==> src/rtl/pipe_shift_right.sv <==
// pipe_shift_right: pipelined log-structured right shifter (SHR/SAR, optional ROR)
// with an x86-style carry-out. One register stage per shift-amount bit, largest
// shift first, valid/ready on both sides with whole-pipeline backpressure.
// Optional feature macro: PSR_ROTATE_EN (rotate-right support via in_rot).
module pipe_shift_right #(
   parameter  int WIDTH = 32,
   localparam int AMT_W = $clog2(WIDTH)
) (
   input  logic             clk,
   input  logic             rst,
   input  logic             in_valid,
   output logic             in_ready,
   input  logic [WIDTH-1:0] in_data,
   input  logic [AMT_W-1:0] in_amt,
   input  logic             in_arith,
   input  logic             in_rot,
   output logic             out_valid,
   input  logic             out_ready,
   output logic [WIDTH-1:0] out_data,
   output logic             out_cf,
   output logic             out_cf_upd
);

   // A log shifter needs a power-of-two width so every stage shift is exact.
   if (WIDTH < 2 || (WIDTH & (WIDTH - 1)) != 0) begin : g_bad_width
      $error("pipe_shift_right: WIDTH must be a power of two and at least 2");
   end

   // Stage registers, index 1 is the first stage after the input.
   logic             st_valid [1:AMT_W];
   logic [WIDTH-1:0] st_data  [1:AMT_W];
   logic [AMT_W-1:0] st_amt   [1:AMT_W];
   logic             st_fill  [1:AMT_W];
   logic             st_cf    [1:AMT_W];
   logic             st_upd   [1:AMT_W];

   // Combinational next values for each stage.
   logic             nxt_valid [1:AMT_W];
   logic [WIDTH-1:0] nxt_data  [1:AMT_W];
   logic [AMT_W-1:0] nxt_amt   [1:AMT_W];
   logic             nxt_fill  [1:AMT_W];
   logic             nxt_cf    [1:AMT_W];
   logic             nxt_upd   [1:AMT_W];

`ifdef PSR_ROTATE_EN
   logic             st_rot  [1:AMT_W];
   logic             nxt_rot [1:AMT_W];
`else
   logic             rot_unused;
   assign rot_unused = in_rot;
`endif

   logic             advance;
   logic             cap_fill;
   logic             cap_upd;

   // The whole pipe moves together whenever the last stage is empty or draining.
   assign advance  = !st_valid[AMT_W] || out_ready;
   assign in_ready = advance;

   // Fill bit and CF-update flag are fixed once, when the op enters the pipe.
   assign cap_fill = in_arith & in_data[WIDTH-1];
   assign cap_upd  = (in_amt != '0);

   // Per-stage shift: stage j consumes amount bit AMT_W-j with shift WIDTH>>j.
   always_comb begin
      logic             cur_valid;
      logic [WIDTH-1:0] cur_data;
      logic [AMT_W-1:0] cur_amt;
      logic             cur_fill;
      logic             cur_cf;
      logic             cur_upd;
      logic [WIDTH-1:0] fill_mask;
      logic [WIDTH-1:0] shifted;
`ifdef PSR_ROTATE_EN
      logic             cur_rot;
`endif
      for (int j = 1; j <= AMT_W; j++) begin
         if (j == 1) begin
            cur_valid = in_valid;
            cur_data  = in_data;
            cur_amt   = in_amt;
            cur_fill  = cap_fill;
            cur_cf    = 1'b0;
            cur_upd   = cap_upd;
`ifdef PSR_ROTATE_EN
            cur_rot   = in_rot;
`endif
         end else begin
            cur_valid = st_valid[j-1];
            cur_data  = st_data[j-1];
            cur_amt   = st_amt[j-1];
            cur_fill  = st_fill[j-1];
            cur_cf    = st_cf[j-1];
            cur_upd   = st_upd[j-1];
`ifdef PSR_ROTATE_EN
            cur_rot   = st_rot[j-1];
`endif
         end

         fill_mask = cur_fill ? ~({WIDTH{1'b1}} >> (WIDTH >> j)) : '0;
         shifted   = (cur_data >> (WIDTH >> j)) | fill_mask;
`ifdef PSR_ROTATE_EN
         if (cur_rot) begin
            shifted = (cur_data >> (WIDTH >> j)) | (cur_data << (WIDTH - (WIDTH >> j)));
         end
`endif

         nxt_valid[j] = cur_valid;
         nxt_fill[j]  = cur_fill;
         nxt_upd[j]   = cur_upd;
         nxt_amt[j]   = cur_amt;
         nxt_amt[j][AMT_W-j] = 1'b0;
`ifdef PSR_ROTATE_EN
         nxt_rot[j]   = cur_rot;
`endif
         if (cur_amt[AMT_W-j]) begin
            nxt_data[j] = shifted;
            nxt_cf[j]   = cur_data[(WIDTH >> j) - 1];
         end else begin
            nxt_data[j] = cur_data;
            nxt_cf[j]   = cur_cf;
         end
      end
   end

   // Stage registers: async clear, all stages load together on advance.
   always_ff @(posedge clk or posedge rst) begin
      if (rst) begin
         for (int j = 1; j <= AMT_W; j++) begin
            st_valid[j] <= 1'b0;
            st_data[j]  <= '0;
            st_amt[j]   <= '0;
            st_fill[j]  <= 1'b0;
            st_cf[j]    <= 1'b0;
            st_upd[j]   <= 1'b0;
`ifdef PSR_ROTATE_EN
            st_rot[j]   <= 1'b0;
`endif
         end
      end else if (advance) begin
         for (int j = 1; j <= AMT_W; j++) begin
            st_valid[j] <= nxt_valid[j];
            st_data[j]  <= nxt_data[j];
            st_amt[j]   <= nxt_amt[j];
            st_fill[j]  <= nxt_fill[j];
            st_cf[j]    <= nxt_cf[j];
            st_upd[j]   <= nxt_upd[j];
`ifdef PSR_ROTATE_EN
            st_rot[j]   <= nxt_rot[j];
`endif
         end
      end
   end

   assign out_valid  = st_valid[AMT_W];
   assign out_data   = st_data[AMT_W];
   assign out_cf     = st_cf[AMT_W];
   assign out_cf_upd = st_upd[AMT_W];

endmodule

==> config.mk <==
export PLATFORM = sky130hd
export DESIGN_NAME = pipe_shift_right
export DESIGN_NICKNAME = d
export VERILOG_FILES = /design/src/rtl/pipe_shift_right.sv
export SDC_FILE = /design/constraint.sdc
export NUM_CORES = 1
export LEC_CHECK = 0
export ABC_AREA = 1
export BUFFER_PORTS_ARGS = -buffer_cell sky130_fd_sc_hd__buf_2
export CORE_MARGIN = 8
export CORE_UTILIZATION = 50
export CTS_CLUSTER_DIAMETER = 100
export CTS_CLUSTER_SIZE = 8
export DETAILED_ROUTE_END_ITERATION = 12
export PLACE_DENSITY = 0.68
export SYNTH_ARGS = -nofsm -noshare
export SYNTH_HDL_FRONTEND = slang
export SYNTH_SLANG_ARGS = --single-unit
==> constraint.sdc <==
create_clock -name clk -period 9.8 [get_ports clk]
set_input_delay 1.96 -clock clk [delete_from_list [all_inputs] [get_ports clk]]
set_output_delay 1.96 -clock clk [all_outputs]
set_load 0.03 [all_outputs]
==> metrics.md, run 1 <==
| Metric | Value |
|---|---|
| Outcome | `completed` |
| Global-route congestion overflow total | `0` |
| Height of the die | `152 um` |
| Depth of the worst register-to-register path | `4` |
| Actual slew at the worst max-slew pin | `1.10 ns` |
| Fraction of final layout cells with drive strength greater than 1 | `9.45%` |
| Critical Path Start Type | `input port` |
| Fraction of synthesized cell area taken by the top area cell type | `51.0%` |
| Endpoint required time on the critical path | `7.84 ns` |
| Clk pin slew, worst setup/hold paths | `0.07 ns` |
| Ratio of final minimum period to clock period | `52.1%` |
| Worst-path maximum fanout | `200` |
| Clock buffers created by TritonCTS | `17` |
| GPL Wtd Cong | `0.835` |
| Drt via density | `4.72` |
| Hold buffer count at CTS | `0` |
| Post-synthesis cell count | `1,242` |
| Leading post-synthesis cells by cell area | `sky130_fd_sc_hd__dfrtp_1 51%, sky130_fd_sc_hd__nand2_1 20%, sky130_fd_sc_hd__nand3_1 7.4%, sky130_fd_sc_hd__inv_1 7.2%, sky130_fd_sc_hd__o21ai_0 6.7%` |
| Vias in the first global route | `6,648` |
| Number of inserted diodes | `0` |
| Leakage power summed over all cells | `5.56 nW` |
| Post-detailed-placement half-perimeter wirelength | `11,800 um` |
| Hold/Removal Path Class | `flop to flop` |
| Top-level port count | `79` |
| CTS tree | `done` |
| Post-Synthesis Cell Area | `9280 um2` |
| Power Density | `328 nW/um2` |
| Standard-cell row count | `50` |
| Number of maximum-capacitance violations | `0` |
| Final setup violation count | `0` |
| Post-Route Skew | `0.00957 ns` |
| Post-synthesis net count | `1,285` |
| Total number of vias | `7,004` |
| Cell-by-cell trace of the critical path | `buf_2 -> inv_2 -> nand2_8 -> buf_2` |
| Antenna violations before repair | `0` |
| Share of synthesized area occupied by flip-flops and latches | `51.0%` |
| Number of buffer and inverter stages on the critical path | `3` |
| Library cell with the largest summed area after synthesis | `sky130_fd_sc_hd__dfrtp_1` |
| Type of the worst setup path | `input port to output port` |
| Number of DRC violations after detailed-routing iteration 0 | `478` |
| Number of nets in the layout | `1,279` |
| Wire length of the first global-routing pass | `31,800 um` |
| Yosys warnings | `0` |
| Count of pins over their slew limit | `0` |
| Number of buffers inserted by port buffering | `77` |
| Post-route cell area | `9920 um2` |
| Crit-path max cell delay | `0.70 ns` |
| Category of cells accounting for the largest share of critical-path delay | `simple AND/OR/NAND/NOR gates` |
| Number of clock sinks seen by CTS | `189` |
| Die boundary width | `152 um` |
| Tot GR Track Use | `16.3%` |
| Hold Path Cell Cnt | `2` |
| Maximum number of pins on one net before global-route repair | `201` |
| Placement-stage cell area | `9360 um2` |
| Max Buffers Root-to-Sink | `2` |
| Fmax achieved | `196 MHz` |
| Distinct cell type count after synthesis | `14` |
| Slowest stage cell on the critical path | `sky130_fd_sc_hd__nand2_8` |
| Area growth syn-to-layout | `6.93%` |
| Post-route DRC | `0` |
| Final critical-path required period | `5.11 ns` |
| Crit. End Element | `output port` |
| Average wire per cell in the routed design | `12.1 um` |
| H-tree depth | `4` |
| Core Box Area | `18,500 um2` |
| Number of hold violations in the final report | `0` |
| Wirelength, routed | `17,900 um` |
| Buffer count from post-CTS setup fixing | `0` |
| Initial standard-cell utilization of the core | `50.3%` |
| Logic depth of the worst path, buffers included | `4` |
| WP data arrival | `3.15 ns` |
| RSZ-0062 raised after global routing | `false` |
| Total iterations of the first detailed-routing run | `5` |
| Accumulated negative setup slack | `0 ns` |
| Worst IR Drop VDD | `0.000146 V` |
| Post-cts sizing count | `0` |
| Cell seen most often among critical-path stages | `sky130_fd_sc_hd__buf_2` |
| Number of routed nets with antenna violations | `0` |
| Slew headroom | `26.8%` |
| Post-synthesis sequential element count | `189` |
| Die area | `23,200 um2` |
| Clock root buffer | `sky130_fd_sc_hd__clkbuf_16` |
| Worst-skew pair later-pin latency | `0.43 ns` |
| Mean post-synth cell area | `7.47 um2` |
flip-flops by register name, indices dropped and copies added (netlist names):
name / flops
nxt_amt: 6
nxt_fill: 4
nxt_upd: 4
nxt_valid: 4
out_cf: 1
out_cf_upd: 1
out_data: 32
out_valid: 1
st_amt: 4
st_cf: 4
st_data: 128
path summary, 6_finish.rpt:
path                       slack (ns)          from          end
setup / recovery                 4.69     out_ready     in_ready
hold / removal                   0.45  nxt_valid[0]    out_valid
setup reg to reg                 7.29     out_valid  st_data[38]
hold reg to reg                  0.45  nxt_valid[0]    out_valid
max in group asynchronous        6.66           rst  st_data[99]
min in group asynchronous        1.75           rst  st_data[38]
logic make-up (layout without fill, tap and decap cells):
kind of cell | Yosys count | in the layout | share of synthesized area [%]
compound gates | 135 | 135 | 7.31
buf+inv | 288 | 295 | 14.3
flops | 189 | 189 | 51.0
simple gates | 630 | 630 | 27.4
worst register-to-register path: cells and delay by family (launching register included):
| family | cells | cell delay, ns |
|---|---|---|
| AND/OR/NAND/NOR | 2 | 0.96 |
| buffers and inverters | 1 | 0.90 |
| flip-flops | 1 | 0.43 |
| AO/OA/AOI/OAI | 1 | 0.13 |
cell usage after synthesis:
cell / number
sky130_fd_sc_hd__inv_1: 178
sky130_fd_sc_hd__dfrtp_1: 189
sky130_fd_sc_hd__nor2_1: 5
sky130_fd_sc_hd__nand2_2: 1
sky130_fd_sc_hd__nand3_1: 138
sky130_fd_sc_hd__buf_4: 40
sky130_fd_sc_hd__clkbuf_1: 27
sky130_fd_sc_hd__o21a_1: 1
sky130_fd_sc_hd__buf_2: 31
sky130_fd_sc_hd__inv_2: 4
sky130_fd_sc_hd__o21ai_1: 9
sky130_fd_sc_hd__buf_6: 8
sky130_fd_sc_hd__o21ai_0: 125
sky130_fd_sc_hd__nand2_1: 486
final cells by class:
| class | count | area [um2] |
|---|---|---|
| multi-input combinational | 765 | 3230 |
| tap | 234 | 293 |
| timing repair buffer | 81 | 415 |
| sequential | 189 | 4730 |
| clock buffer | 19 | 443 |
| clock inverter | 13 | 120 |
| fill | 1804 | 8530 |
| inverter | 182 | 688 |
cell usage in the layout, fill, tap and decap left out, drive strengths merged:
| cell type | netlist | routed |
|---|---|---|
| dfrtp | 189 | 189 |
| nand2 | 487 | 487 |
| inv | 182 | 182 |
| o21a | 1 | 1 |
| nor2 | 5 | 5 |
| clkinv | 0 | 9 |
| clkbuf | 27 | 19 |
| o21ai | 134 | 134 |
| nand3 | 138 | 138 |
| bufinv | 0 | 1 |
| clkinvlp | 0 | 3 |
| buf | 79 | 81 |
power by group:
part | total [W] | leakage (nW) | switching, W | internal [W]
Sequential | 0.00130 | 2.28 | 0.000165 | 0.00113
Clock | 0.000653 | 0.269 | 0.000296 | 0.000357
Combinational | 0.00131 | 3.01 | 0.000903 | 0.000403
routing by layer:
layer | vias up | GRT usage (%) | routed length, um
li1 | 3744 | - | -
met1 | 3121 | 24.0 | 9440
met2 | 118 | 22.6 | 7390
met3 | 21 | 4.31 | 774
met4 | 0 | 5.38 | 276
met5 | - | 0 | 0
per-stage QoR:
step	worst slack (ns)	instances	hold WS, ns	util (%)	total power (W)
finish	4.69	1483	0.451	53.8	0.00326
global route	4.55	1483	0.484	53.8	0.00357
CTS	4.66	1483	0.456	53.8	0.00329
detailed placement	4.65	1451	0.437	50.7	0.00262
global placement	4.65	1451	0.431	50.7	0.00259
floorplan	2.70	1242	0.420	-	0.00245
Note: power is estimated with default switching activity, not from simulation.
==> run 2: changes to the inputs <==
==> constraint.sdc (replaced) <==
create_clock -name clk -period 5.05 [get_ports clk]
set_input_delay 1.01 -clock clk [delete_from_list [all_inputs] [get_ports clk]]
set_output_delay 1.01 -clock clk [all_outputs]
set_load 0.03 [all_outputs]
==> run 2 against run 1 <==
  * Power rose by 95%
  * Non-clock buffer count stayed put
  * Final cell count stayed put
  * Sequential share of layout area decreased by 0.16 points
  * Setup slack worse by 2.7 ns
  * Flip-flop and latch count is the same
  * Highest routed layer unchanged
  * Die area unchanged
  * First-iteration DRC count is 16% higher
  * Combinational power up 93%
  * Clock-buffer cell count down 1
  * Critical path type unchanged
==> metrics.md, run 2 (synthesized netlist as in run 1, its figures left out) <==
| Metric | Value |
|---|---|
| Area growth syn-to-layout | `7.28% (was 6.93%)` |
| Number of DRC violations after detailed-routing iteration 0 | `554 (was 478)` |
| Post-detailed-placement half-perimeter wirelength | `11,600 um (was 11,800 um)` |
| Number of nets in the layout | `1,279 (unchanged)` |
| Fill cell instance count of the final layout | `1,775 (was 1,804)` |
| Top reg by flops | `st_data (unchanged)` |
| Global-route congestion overflow total | `0 (unchanged)` |
| Top layer used by detailed routing | `met4 (unchanged)` |
| Standard-cell row count | `50 (unchanged)` |
| Hold buffer count at CTS | `0 (unchanged)` |
| Vias in the first global route | `6,629 (was 6,648)` |
| Crit. End Element | `output port (unchanged)` |
| Post-cts sizing count | `0 (unchanged)` |
| Leakage power summed over all cells | `5.57 nW (was 5.56 nW)` |
| Outcome | `completed (unchanged)` |
| H-tree depth | `4 (unchanged)` |
| Clock root buffer | `sky130_fd_sc_hd__clkbuf_16 (unchanged)` |
| Clk pin slew, worst setup/hold paths | `0.06 ns (was 0.07 ns)` |
| Height of the die | `152 um (unchanged)` |
| Top-level port count | `79 (unchanged)` |
| Wire length of the first global-routing pass | `31,500 um (was 31,800 um)` |
| Worst IR Drop VDD | `0.000299 V (was 0.000146 V)` |
| Drt via density | `4.76 (was 4.72)` |
| Die area | `23,200 um2 (unchanged)` |
| Buffer count from post-CTS setup fixing | `0 (unchanged)` |
| Die boundary width | `152 um (unchanged)` |
| Area taken by multi-input logic gates | `3230 um2 (unchanged)` |
| Worst-path maximum fanout | `179 (was 200)` |
| Cell-by-cell trace of the critical path | `buf_2 -> inv_2 -> nand2_8 -> buf_2 (unchanged)` |
| Ratio of final minimum period to clock period | `61.3%` |
| Worst-skew pair later-pin latency | `0.43 ns (about the same)` |
| PnR worst setup slack | `1.96 ns (was 4.69 ns)` |
| Endpoint required time on the critical path | `4.04 ns (was 7.84 ns)` |
| Actual slew at the worst max-slew pin | `1.08 ns (was 1.10 ns)` |
| Total iterations of the first detailed-routing run | `4 (was 5)` |
| Commonest non-fill, non-tap cell in the layout | `sky130_fd_sc_hd__nand2_1 (unchanged)` |
| Fmax achieved | `323 MHz` |
| Average wire per cell in the routed design | `11.9 um (was 12.1 um)` |
| CTS tree | `done (unchanged)` |
| Slowest stage cell on the critical path | `sky130_fd_sc_hd__nand2_8 (unchanged)` |
| Count of pins over their slew limit | `0 (unchanged)` |
| Area of all sequential standard cells | `4730 um2 (unchanged)` |
| Cell seen most often among critical-path stages | `sky130_fd_sc_hd__buf_2 (unchanged)` |
| Power Density | `638 nW/um2 (was 328 nW/um2)` |
| Number of hold violations in the final report | `0 (unchanged)` |
| Hold/Removal Path Class | `flop to flop (unchanged)` |
| Setup WS pre-CTS | `1.77 ns (was 4.65 ns)` |
| Fraction of final layout cells with drive strength greater than 1 | `9.53% (was 9.45%)` |
| WP data arrival | `2.08 ns (was 3.15 ns)` |
| Met2 WL | `7410 um (was 7390 um)` |
| RSZ-0062 raised after global routing | `false (unchanged)` |
| Final setup violation count | `0 (unchanged)` |
| Highest-count cells in the layout ignoring fill and taps | `486 x sky130_fd_sc_hd__nand2_1, 189 x sky130_fd_sc_hd__dfrtp_1, 177 x sky130_fd_sc_hd__inv_1 (unchanged)` |
| Maximum number of pins on one net before global-route repair | `190 (was 201)` |
| GPL Wtd Cong | `0.802 (was 0.835)` |
| Total number of vias | `7,064 (was 7,004)` |
| Wirelength, routed | `17,700 um (was 17,900 um)` |
| Number of buffer and inverter stages on the critical path | `3 (unchanged)` |
| Post-Route Skew | `0.00746 ns (was 0.00957 ns)` |
| Critical Path Start Type | `input port (unchanged)` |
| Number of maximum-capacitance violations | `0 (unchanged)` |
| Max FFs per register | `128 (unchanged)` |
| Slew headroom | `28.2% (was 26.8%)` |
| Number of buffers inserted by port buffering | `77 (unchanged)` |
| Antenna violations before repair | `0 (unchanged)` |
| Accumulated negative setup slack | `0 ns (unchanged)` |
| Category of cells accounting for the largest share of critical-path delay | `simple AND/OR/NAND/NOR gates (unchanged)` |
| Number of clock sinks seen by CTS | `189 (unchanged)` |
| Max Buffers Root-to-Sink | `2 (unchanged)` |
| Tot GR Track Use | `16.0% (was 16.3%)` |
| Post-route DRC | `0 (unchanged)` |
| Number of routed nets with antenna violations | `0 (unchanged)` |
| Met3 wire length | `859 um (was 774 um)` |
| Final critical-path required period | `3.09 ns` |
| Met1 Routed Length | `9170 um (was 9440 um)` |
| Type of the worst setup path | `input port to output port (unchanged)` |
| Crit-path max cell delay | `0.60 ns (was 0.70 ns)` |
| Initial standard-cell utilization of the core | `50.3% (unchanged)` |
| Clock buffers created by TritonCTS | `17 (unchanged)` |
| Number of inserted diodes | `0 (unchanged)` |
| Core Box Area | `18,500 um2 (unchanged)` |
[run 2: path summary, 6_finish.rpt]
path                         startpoint          end  slack [ns]  cells past startpoint
max                           out_ready     in_ready        1.96                      4
min                        nxt_valid[0]    out_valid        0.45                      2
max reg2reg                   out_valid   nxt_upd[3]        2.49                      5
min reg2reg                nxt_valid[0]    out_valid        0.45                      2
max in group asynchronous           rst  st_data[91]        3.41                      3
min in group asynchronous           rst  st_data[38]        0.80                      3
[run 2: final cells by class]
class,count,share of cell area (%)
Multi-Input combinational cell,765,32.5
Clock inverter,14,1.46
Tap cell,234,2.94
Inverter,182,6.90
Timing Repair Buffer,81,4.30
Clock buffer,18,4.41
Sequential cell,189,47.5
[run 2: worst reg2reg max path: stages (launching register included)]
cell	delay (ns)
sky130_fd_sc_hd__dfrtp_1	0.43
sky130_fd_sc_hd__nand2_8	0.64
sky130_fd_sc_hd__buf_4	0.93
sky130_fd_sc_hd__nand2_1	0.24
sky130_fd_sc_hd__nor2_1	0.15
sky130_fd_sc_hd__nor2_1	0.05
[run 2: routing by layer]
metal,vias up,global-route usage (%)
li1,3733,-
met1,3192,22.6
met2,123,23.6
met3,16,4.28
met4,0,4.90
met5,-,0
[run 2: per-stage QoR]
stage / cells / utilization (%) / hold WS (ns) / area [um2] / power [W]
floorplan: 1242 / - / 0.420 / 9280 / 0.00475
global placement: 1451 / 50.8 / 0.430 / 9370 / 0.00502
detailed placement: 1451 / 50.8 / 0.440 / 9370 / 0.00508
CTS: 1483 / 53.9 / 0.453 / 9950 / 0.00642
global route: 1483 / 53.9 / 0.489 / 9950 / 0.00697
finish: 1483 / 53.9 / 0.451 / 9950 / 0.00635
[run 2: power by group]
part           switching, W  internal, W
Clock              0.000562     0.000741
Sequential         0.000320      0.00220
Combinational       0.00175     0.000782
Total               0.00263      0.00372
==> run 3: changes to the inputs <==
--- a/config.mk
+++ b/config.mk
@@ -5,14 +5,14 @@
 export SDC_FILE = /design/constraint.sdc
 export NUM_CORES = 1
 export LEC_CHECK = 0
-export ABC_AREA = 1
+export ABC_AREA = 0
 export BUFFER_PORTS_ARGS = -buffer_cell sky130_fd_sc_hd__buf_2
 export CORE_MARGIN = 8
 export CORE_UTILIZATION = 50
 export CTS_CLUSTER_DIAMETER = 100
 export CTS_CLUSTER_SIZE = 8
 export DETAILED_ROUTE_END_ITERATION = 12
-export PLACE_DENSITY = 0.68
+export PLACE_DENSITY = 0.7
 export SYNTH_ARGS = -nofsm -noshare
 export SYNTH_HDL_FRONTEND = slang
 export SYNTH_SLANG_ARGS = --single-unit
==> constraint.sdc (replaced) <==
create_clock -name clk -period 2.8 [get_ports clk]
set_input_delay 0.56 -clock clk [delete_from_list [all_inputs] [get_ports clk]]
set_output_delay 0.56 -clock clk [all_outputs]
set_load 0.03 [all_outputs]
==> run 3 against run 2 <==
  * Sequential share of layout area is 3.4 points lower
  * Sequential power up 94%
  * Clock skew rose by 0.0035 ns
  * Power grew 110%
  * Largest cell class unchanged
  * Clock-buffer cell count down 1
  * Non-clock buffer count grew 9
  * Cell area grew 7.7%
  * First-iteration DRC count down 49%
  * Combinational power grew 130%
==> metrics.md, run 3 <==
| Metric | Value |
|---|---|
| Final critical-path required period | `2.20 ns` |
| Endpoint required time on the critical path | `2.24 ns (was 4.04 ns)` |
| Distinct cell type count after synthesis | `23 (was 14)` |
| Leading post-synthesis cells by cell area | `sky130_fd_sc_hd__dfrtp_1 47%, sky130_fd_sc_hd__mux2_4 23%, sky130_fd_sc_hd__mux2_2 19%, sky130_fd_sc_hd__buf_4 2.5%, sky130_fd_sc_hd__buf_12 2.2% (was sky130_fd_sc_hd__dfrtp_1 51%, sky130_fd_sc_hd__nand2_1 20%, sky130_fd_sc_hd__nand3_1 7.4%, sky130_fd_sc_hd__inv_1 7.2%, sky130_fd_sc_hd__o21ai_0 6.7%)` |
| Drt via density | `5.26 (was 4.76)` |
| Worst IR Drop VDD | `0.000578 V (was 0.000299 V)` |
| Die area | `24,700 um2 (was 23,200 um2)` |
| Worst-skew pair later-pin latency | `0.43 ns (about the same)` |
| Final setup violation count | `0 (unchanged)` |
| Height of the die | `157 um (was 152 um)` |
| Initial standard-cell utilization of the core | `51.0% (was 50.3%)` |
| Wirelength, routed | `17,900 um (was 17,700 um)` |
| Highest-count cells in the layout ignoring fill and taps | `189 x sky130_fd_sc_hd__dfrtp_1, 167 x sky130_fd_sc_hd__mux2_2, 150 x sky130_fd_sc_hd__mux2_4 (was 486 x sky130_fd_sc_hd__nand2_1, 189 x sky130_fd_sc_hd__dfrtp_1, 177 x sky130_fd_sc_hd__inv_1)` |
| Number of buffer and inverter stages on the critical path | `3 (unchanged)` |
| Number of maximum-capacitance violations | `0 (unchanged)` |
| Actual slew at the worst max-slew pin | `0.786 ns (was 1.08 ns)` |
| H-tree depth | `4 (unchanged)` |
| Top post-synthesis cells by count | `189 x sky130_fd_sc_hd__dfrtp_1, 167 x sky130_fd_sc_hd__mux2_2, 150 x sky130_fd_sc_hd__mux2_4 (was 486 x sky130_fd_sc_hd__nand2_1, 189 x sky130_fd_sc_hd__dfrtp_1, 178 x sky130_fd_sc_hd__inv_1)` |
| Number of buffers inserted by port buffering | `77 (unchanged)` |
| Post-synthesis net count | `691 (was 1,285)` |
| Critical Path Start Type | `input port (unchanged)` |
| Buffer count from post-CTS setup fixing | `0 (unchanged)` |
| CTS tree | `done (unchanged)` |
| Number of inserted diodes | `0 (unchanged)` |
| Cell-by-cell trace of the critical path | `buf_2 -> nor2b_2 -> inv_8 -> buf_2 (was buf_2 -> inv_2 -> nand2_8 -> buf_2)` |
| Crit-path max cell delay | `0.36 ns (was 0.60 ns)` |
| Post-synthesis sequential element count | `189 (unchanged)` |
| Top-level port count | `79 (unchanged)` |
| Flop2flop setup slack | `1.05 ns (was 2.49 ns)` |
| Number of routed nets with antenna violations | `0 (unchanged)` |
| Number of clock sinks seen by CTS | `189 (unchanged)` |
| Most frequently used cell type in the post-synthesis netlist | `sky130_fd_sc_hd__dfrtp_1 (was sky130_fd_sc_hd__nand2_1)` |
| Clock buffers created by TritonCTS | `17 (unchanged)` |
| Count of pins over their slew limit | `0 (unchanged)` |
| Cell seen most often among critical-path stages | `sky130_fd_sc_hd__buf_2 (unchanged)` |
| Post-cts sizing count | `0 (unchanged)` |
| Launching point of the worst reg2reg path | `out_valid (unchanged)` |
| GPL Wtd Cong | `0.769 (was 0.802)` |
| Pwr Total | `0.0131 W (was 0.00635 W)` |
| R2R Path End | `st_data[46] (was nxt_upd[3])` |
| Total iterations of the first detailed-routing run | `5 (was 4)` |
| Number of DRC violations after detailed-routing iteration 0 | `282 (was 554)` |
| Number of hold violations in the final report | `0 (unchanged)` |
| Commonest non-fill, non-tap cell in the layout | `sky130_fd_sc_hd__dfrtp_1 (was sky130_fd_sc_hd__nand2_1)` |
| Post-Synthesis Cell Area | `9960 um2 (was 9280 um2)` |
| Type of the worst setup path | `input port to output port (unchanged)` |
| Fraction of synthesized cell area taken by the top area cell type | `47.5% (was 51.0%)` |
| Leakage power summed over all cells | `5.03 nW (was 5.57 nW)` |
| Hold buffer count at CTS | `0 (unchanged)` |
| Mean post-synth cell area | `15.4 um2 (was 7.47 um2)` |
| Standard-cell row count | `51 (was 50)` |
| Ratio of final minimum period to clock period | `78.7%` |
| Die boundary width | `157 um (was 152 um)` |
| Fmax achieved | `454 MHz` |
| Global-route congestion overflow total | `0 (unchanged)` |
| Slowest stage cell on the critical path | `sky130_fd_sc_hd__buf_2 (was sky130_fd_sc_hd__nand2_8)` |
| Maximum number of pins on one net before global-route repair | `143 (was 190)` |
| Share of flip-flops with an asynchronous set or reset | `100% (unchanged)` |
| Tot GR Track Use | `15.2% (was 16.0%)` |
| Yosys warnings | `0 (unchanged)` |
| Max FFs per register | `128 (unchanged)` |
| Setup WS pre-CTS | `0.537 ns (was 1.77 ns)` |
| Post-Route Skew | `0.0109 ns (was 0.00746 ns)` |
| Post-synthesis cell count | `648 (was 1,242)` |
| Area growth syn-to-layout | `7.58% (was 7.28%)` |
| PnR worst setup slack | `0.596 ns (was 1.96 ns)` |
| Power Density | `1220 nW/um2 (was 638 nW/um2)` |
| Wire length of the first global-routing pass | `29,600 um (was 31,500 um)` |
| Post-route DRC | `0 (unchanged)` |
| Total number of vias | `5,025 (was 7,064)` |
| Depth of the worst register-to-register path | `4 (was 5)` |
| Max Buffers Root-to-Sink | `2 (unchanged)` |
| Most used DFF post-synth | `sky130_fd_sc_hd__dfrtp_1 (unchanged)` |
| Category of cells accounting for the largest share of critical-path delay | `buffers and inverters (was simple AND/OR/NAND/NOR gates)` |
| Core Box Area | `19,500 um2 (was 18,500 um2)` |
| Library cell with the largest summed area after synthesis | `sky130_fd_sc_hd__dfrtp_1 (unchanged)` |
| Slew headroom | `47.6% (was 28.2%)` |
| RSZ-0062 raised after global routing | `false (unchanged)` |
| Antenna violations before repair | `0 (unchanged)` |
| Average wire per cell in the routed design | `18.7 um (was 11.9 um)` |
| Worst-path maximum fanout | `30 (was 179)` |
| WP data arrival | `1.64 ns (was 2.08 ns)` |
| Outcome | `completed (unchanged)` |
| Fraction of final layout cells with drive strength greater than 1 | `64.1% (was 9.53%)` |
| Number of nets in the layout | `721 (was 1,279)` |
| Vias in the first global route | `5,519 (was 6,629)` |
| Count of flip-flops with a built-in enable after synthesis | `0 (unchanged)` |
| Post-detailed-placement half-perimeter wirelength | `12,100 um (was 11,600 um)` |
| Crit. End Element | `output port (unchanged)` |
| Top reg by flops | `st_data (unchanged)` |
| Clk pin slew, worst setup/hold paths | `0.07 ns (was 0.06 ns)` |
| Hold/Removal Path Class | `input port to async pin (was flop to flop)` |
| Share of synthesized area occupied by flip-flops and latches | `47.5% (was 51.0%)` |
| Final core utilization | `54.9% (was 53.9%)` |
| Clock root buffer | `sky130_fd_sc_hd__clkbuf_16 (unchanged)` |
[run 3: metrics by stage]
step	hold WS [ns]	area, um2	TNS [ns]	cells
finish	0.340	10700	0	956
global route	0.338	10700	0	956
CTS	0.343	10700	0	956
detailed placement	0.473	10100	0	924
global placement	0.465	10100	0	924
floorplan	0.435	9970	-36.76	648
[run 3: tightest hold or removal path: stages]
cell and delay [ns]:
sky130_fd_sc_hd__buf_2 0.11, sky130_fd_sc_hd__clkinvlp_4 0.08, sky130_fd_sc_hd__buf_4 0.48
[run 3: worst max-delay path by stage]
stage | from | to | cells after the start
5_1_grt | out_ready | in_ready | 4
4_1_cts | out_ready | in_ready | 4
3_5_place_dp | out_ready | st_data[33] | 5
2_1_floorplan | rst | nxt_amt[10] | 1
6_report | out_ready | in_ready | 4
3_3_place_gp | out_ready | st_data[46] | 5
[run 3: area by class of cell]
type / count / area, um2
Fill cell: 1639 / 8810
Multi-Input combinational cell: 378 / 4530
Inverter: 2 / 18.8
Clock buffer: 17 / 425
Sequential cell: 189 / 4730
Timing Repair Buffer: 90 / 533
Clock inverter: 15 / 150
Tap cell: 265 / 332
[run 3: kinds of logic (layout without fill, tap and decap cells)]
family | count (synthesis) | after routing | synth area share, %
AO/OA/AOI/OAI | 19 | 19 | 1.19
buffers and inverters | 81 | 124 | 7.06
flip-flops | 189 | 189 | 47.5
multiplexers | 317 | 317 | 41.5
AND/OR/NAND/NOR | 42 | 42 | 2.81
[run 3: routing by layer]
| layer | global-route usage (%) | vias up | share of wire, % |
|---|---|---|---|
| li1 | - | 2356 | - |
| met1 | 19.6 | 2582 | 46 |
| met2 | 25.0 | 78 | 50 |
| met3 | 3.78 | 9 | 3.2 |
| met4 | 4.03 | 0 | 0.77 |
| met5 | 0 | - | 0 |
[run 3: power breakdown]
group	internal, W	switching (W)	leakage (nW)	total [W]
Clock	0.00126	0.00111	0.276	0.00237
Combinational	0.00361	0.00223	2.51	0.00585
Sequential	0.00397	0.000921	2.25	0.00490
